File: config.mk
export PLATFORM = sky130hd
export DESIGN_NAME = alu_scheduler
export DESIGN_NICKNAME = d
export VERILOG_FILES = /design/src/rtl/alu_sched_pkg.sv /design/src/rtl/rr_arb2.sv /design/src/rtl/alu_scheduler.sv
export SDC_FILE = /design/constraint.sdc
export NUM_CORES = 1
export LEC_CHECK = 0
export CAP_MARGIN = 20
export CORE_MARGIN = 2
export CORE_UTILIZATION = 25
export CTS_CLUSTER_SIZE = 8
export DETAILED_ROUTE_END_ITERATION = 10
export SLEW_MARGIN = 40
export SYNTH_ARGS = -nofsm -noshare
export SYNTH_HDL_FRONTEND = slang
export SYNTH_HIERARCHICAL = 1
export SYNTH_SLANG_ARGS = --single-unit
File: constraint.sdc
create_clock -name clk -period 1.7 [get_ports clk]
set_input_delay 0.51 -clock clk [delete_from_list [all_inputs] [get_ports clk]]
set_output_delay 0.51 -clock clk [all_outputs]
set_load 0.02 [all_outputs]
File: src/rtl/alu_sched_pkg.sv
//------------------------------------------------------------------------------
// Module      : alu_sched_pkg
// Description : Opcode constants and FSM state encoding shared by the ALU
//               scheduler and its arbiter.
// Revision    : 1.0 - initial release
//------------------------------------------------------------------------------
`default_nettype none

package alu_sched_pkg;

    localparam logic [1:0] OP_ADD = 2'd0;
    localparam logic [1:0] OP_AND = 2'd1;
    localparam logic [1:0] OP_GT  = 2'd2;
    localparam logic [1:0] OP_SHR = 2'd3;

    typedef enum logic [1:0] {
        ST_IDLE  = 2'd0,
        ST_ISSUE = 2'd1,
        ST_HOLD  = 2'd2
    } state_t;

endpackage

`default_nettype wire

File: src/rtl/rr_arb2.sv
//------------------------------------------------------------------------------
// Module      : rr_arb2
// Description : Two-way round-robin arbiter; pointer remembers the last winner.
// Revision    : 1.0 - initial release
//------------------------------------------------------------------------------
`default_nettype none

module rr_arb2 (
    input  logic       clk,
    input  logic       rst,
    input  logic [1:0] valid,
    input  logic       enable,
    output logic [1:0] grant
);

    // 1 means requester 1 won last, so requester 0 wins the first contention
    logic r_last;

    always_comb begin
        grant = 2'b00;
        if (enable) begin
            if (valid == 2'b11) begin
                grant = r_last ? 2'b01 : 2'b10;
            end else begin
                grant = valid;
            end
        end
    end

    always_ff @(posedge clk) begin
        if (rst) begin
            r_last <= 1'b1;
        end else if (grant != 2'b00) begin
            r_last <= grant[1];
        end
    end

endmodule

`default_nettype wire

File: src/rtl/alu_scheduler.sv
//------------------------------------------------------------------------------
// Module      : alu_scheduler
// Description : Arbitrates two requesters onto one external combinational ALU
//               and holds each result until the consumer accepts it.
// Revision    : 1.0 - initial release
//------------------------------------------------------------------------------
`default_nettype none

module alu_scheduler
    import alu_sched_pkg::*;
#(
    parameter int W = 4
) (
    input  logic           clk,
    input  logic           rst,
    input  logic           req0_valid,
    input  logic [W-1:0]   req0_a,
    input  logic [W-1:0]   req0_b,
    input  logic [1:0]     req0_mode,
    output logic           req0_ready,
    input  logic           req1_valid,
    input  logic [W-1:0]   req1_a,
    input  logic [W-1:0]   req1_b,
    input  logic [1:0]     req1_mode,
    output logic           req1_ready,
    output logic [W-1:0]   alu_a,
    output logic [W-1:0]   alu_b,
    output logic [1:0]     alu_mode,
    input  logic [2*W-1:0] alu_out,
    output logic           res_valid,
    output logic [2*W-1:0] res_data,
    output logic           res_id,
    input  logic           res_ready
);

    state_t     r_state;
    logic [1:0] w_grant;
    logic       w_arb_en;

    // Grants are only possible in IDLE, and never while reset is asserted
    assign w_arb_en = (r_state == ST_IDLE) && !rst;

    rr_arb2 u_arb (
        .clk    (clk),
        .rst    (rst),
        .valid  ({req1_valid, req0_valid}),
        .enable (w_arb_en),
        .grant  (w_grant)
    );

    assign req0_ready = w_grant[0];
    assign req1_ready = w_grant[1];

    always_ff @(posedge clk) begin
        if (rst) begin
            r_state   <= ST_IDLE;
            alu_a     <= '0;
            alu_b     <= '0;
            alu_mode  <= OP_ADD;
            res_valid <= 1'b0;
            res_data  <= '0;
            res_id    <= 1'b0;
        end else begin
            case (r_state)
                ST_IDLE: begin
                    if (w_grant != 2'b00) begin
                        alu_a    <= w_grant[1] ? req1_a    : req0_a;
                        alu_b    <= w_grant[1] ? req1_b    : req0_b;
                        alu_mode <= w_grant[1] ? req1_mode : req0_mode;
                        res_id   <= w_grant[1];
                        r_state  <= ST_ISSUE;
                    end
                end
                ST_ISSUE: begin
                    res_data  <= alu_out;
                    res_valid <= 1'b1;
                    r_state   <= ST_HOLD;
                end
                ST_HOLD: begin
                    if (res_ready) begin
                        res_valid <= 1'b0;
                        r_state   <= ST_IDLE;
                    end
                end
                default: begin
                    r_state <= ST_IDLE;
                end
            endcase
        end
    end

endmodule

`default_nettype wire

==> impl_results.md, run 1 <==
* Outcome: complete, but fails checks
* Violated checks: setup timing
* Setup total negative slack at -0.165 ns
* Worst Tran Pin Value at roughly 0.53 ns
* Fin cells at approximately 220
* Die H at 67.4 um
* Routed vias/inst at ~4.6
* Endpoint class of the critical path: output port
* Sw frac at 0.306
* EDFF count, synth at 0
* First-pass GRT wire length at approximately 4500 um
* Initial antenna violation count at 0
* Num CTS Buffers at 3
* Worst R2R Setup Slack at roughly 0.05 ns
* Via count at roughly 1000
* HP Class: reg -> reg
* Grt ovf at 0
* H-Tree Level Count at 1
* Final net count at 208
* Prevailing post-synth register cell: dfxtp_1
* Ys Warns at 6
* Setup CP Type: in -> out
* R2R Path Start: r_state[0]
* Reg2Reg Depth at 8
* GR Layer Usage met3 at 0.0550
* Ports at 55
* CTS max path bufs at 2
* Layout cells sized above 1 at 0.247
* Comb power frac at 0.327
* DRC Markers at 0
* Met2 usage at 0.234
* Hold Buf Count CTS at 0
* RD Place Congestion at between 0.6 and 0.7
* Sequential power share at 0.434
* FFs w/ async S/R, synth at 0
* Internal power at 0.983 mW
* Final setup vio count at 2
* Power consumption at between 1 and 1.5 mW
* Worst Hold End: res_data[6]
* Seq/Total Area, Yosys at 0.458
* Minimum clock period at about 1.8 ns
* WL per Instance at 14.2 um
* Met1 usage at 0.145
* Vias in the first global route at between 1000 and 1500
* DRT Wirelength at 3170 um
* Max-slew violations at 0
* N_diodes at 0
* Worst vdd rail ir drop at ~0.42 mV
* P_leak at about 0.74 nW
* Most frequent cells in the layout: clkdlybuf4s50_1, dfxtp_1, dlygate4sd2_1
* Worst-Skew Late Latency at roughly 0.26 ns
* Worst Hold Launch: res_data[6]
* Die area at 0.00455 mm2
* Post-DRT Antenna Nets at 0
* Area grow syn2layout at 77.9%
* Syn Inst Count at approximately 110
* Placed insts at roughly 210
* F_max at approximately 560 MHz
* Hold Vio Cnt, Final at 0
* CTS tree: built
* Worst setup SP type: input pin
* Initial core utilization at 0.255
* Core area at 0.00394 mm2
* Largest net degree at the start of global routing at 24
* TritonRoute pass-1 iters at 4
* CTS root buffer: clkbuf_8
* Die W at 67.4 um
* Worst slew margin at 0.643
* Synth unique cells at 21
* Max-cap violations at 0
* Clock power frac at 0.239
* PwrDens at about 790 mW/mm2
* DP Wirelength at roughly 2200 um
* Total GRT Usage at 0.134
* Worst-path fanout max at 4
* Net switching power at 0.434 mW
* Hold path depth at 2
* Part of the cycle the worst path needs at 1.05
* RSZ-0062 raised after global routing: true
* Worst hold slack at approximately 0.46 ns
* Synthesized flop and latch total at 23
* Core Rows at 23
* Clock Skews at between 0.004 and 0.005 ns
* GRT busiest layer: met2
* Commonest non-fill, non-tap cell in the layout: clkdlybuf4s50_1
* Fillcell total at about 390
* Worst setup slack after layout at -0.0853 ns
* Starting DRT DRC Count at 30
* Reg2reg end: alu_a[3]
* Req. time, crit path at around 1.2 ns
* Mapped Area at 0.00101 mm2
* Post-Syn Area per Cell at 9.31 um2
* Critical Path AT at around 1.3 ns
* Reg clk slew, reported paths at ~0.080 ns
* # port buffers at 54
* Net Count, Synth at between 100 and 150
* CTS sink count at 23
==> synth_stat cells, drive strengths merged, types with 2 or more instances <==
library cell  instances  area share
dfxtp                23        0.46
and2                  2       0.015
nor2b                 2       0.012
buf                   7       0.041
nand2                20       0.075
a211oi               10        0.12
mux2i                10        0.10
nor3                  2       0.010
nand2b                2       0.012
a21oi                22        0.11
==> stage by stage <==
stage	worst slack (ns)	util	cell area (um2)
5_1_grt	-0.119	0.454	1790
4_1_cts	-0.0813	0.431	1700
3_3_place_gp	-0.807	0.422	1670
2_1_floorplan	0.0171	-	1040
6_report	-0.0853	0.454	1790
3_5_place_dp	-0.845	0.422	1670
==> area by class of cell <==
class / instances / area, um2 / share of cell area
timing repair buffer: 69 / 657 / 0.367
inverter: 1 / 3.75 / 0.00210
sequential: 23 / 462 / 0.258
clock buffer: 3 / 41.3 / 0.0231
clock inverter: 1 / 5.00 / 0.00280
multi-input combinational: 77 / 558 / 0.312
tap: 50 / 62.6 / 0.0350
==> state kept, by name (all words and copies together), names as in the netlist <==
name,flops
alu_a,4
alu_b,4
alu_mode,2
r_state,2
res_data,8
res_id,1
res_valid,1
u_arb/r_last,1
==> cells by family (layout without fill, tap and decap cells) <==
kind of cell | after synthesis | in the layout | share of synthesized area
compound gates | 35 | 35 | 0.251
simple gates | 31 | 32 | 0.143
flops | 23 | 23 | 0.458
mux | 10 | 10 | 0.0995
buf+inv | 9 | 74 | 0.0485
==> how the worst max path moves through the flow <==
stage	startpoint	endpoint	slack, ns	depth (start not counted)
after floorplan	rst	alu_a[0]	0.02	7
after global placement	rst	req0_ready	-0.81	5
after detailed placement	rst	req0_ready	-0.84	5
after CTS	r_state[0]	req1_ready	-0.08	4
after global routing	r_state[0]	req1_ready	-0.12	4
final	rst	req0_ready	-0.09	5
==> what timing repair did <==
action | CTS | global route
setup endpoints to repair | 34 | 13
pin swaps | 2 | 11
cloned | 0 | 2
gates resized for setup | 43 | 13
endpoints found under the hold margin | 0 | 0
buffers inserted | 0 | 5
==> power by group through the flow <==
| stage | logic, mW | clock network (mW) | registers [mW] |
|---|---|---|---|
| after CTS | 0.425 | 0.356 | 0.615 |
| after floorplan | 0.182 | 0 | 0.680 |
| after global routing | 0.499 | 0.382 | 0.621 |
| after detailed placement | 0.449 | 0 | 0.628 |
| final | 0.463 | 0.339 | 0.615 |
| after global placement | 0.438 | 0 | 0.626 |
==> worst max-delay path, stage by stage <==
cell,delay [ns]
buf_6,0.10
nor3_4,0.27
nand2_2,0.12
a21oi_4,0.14
buf_6,0.13
==> per-layer routing <==
metal  part of all wire  wire (um)
met2               0.51       1610
met5                  0          0
met4             0.0076         24
met3              0.091        289
met1               0.39       1250
(Power assumes the default switching activity.)
==> inputs of run 2 (changes only) <==
CTS_CLUSTER_SIZE = 12   (was 8)
==> results of run 2 <==
The final DEF is identical to that of run 1; final timing and power are the same.
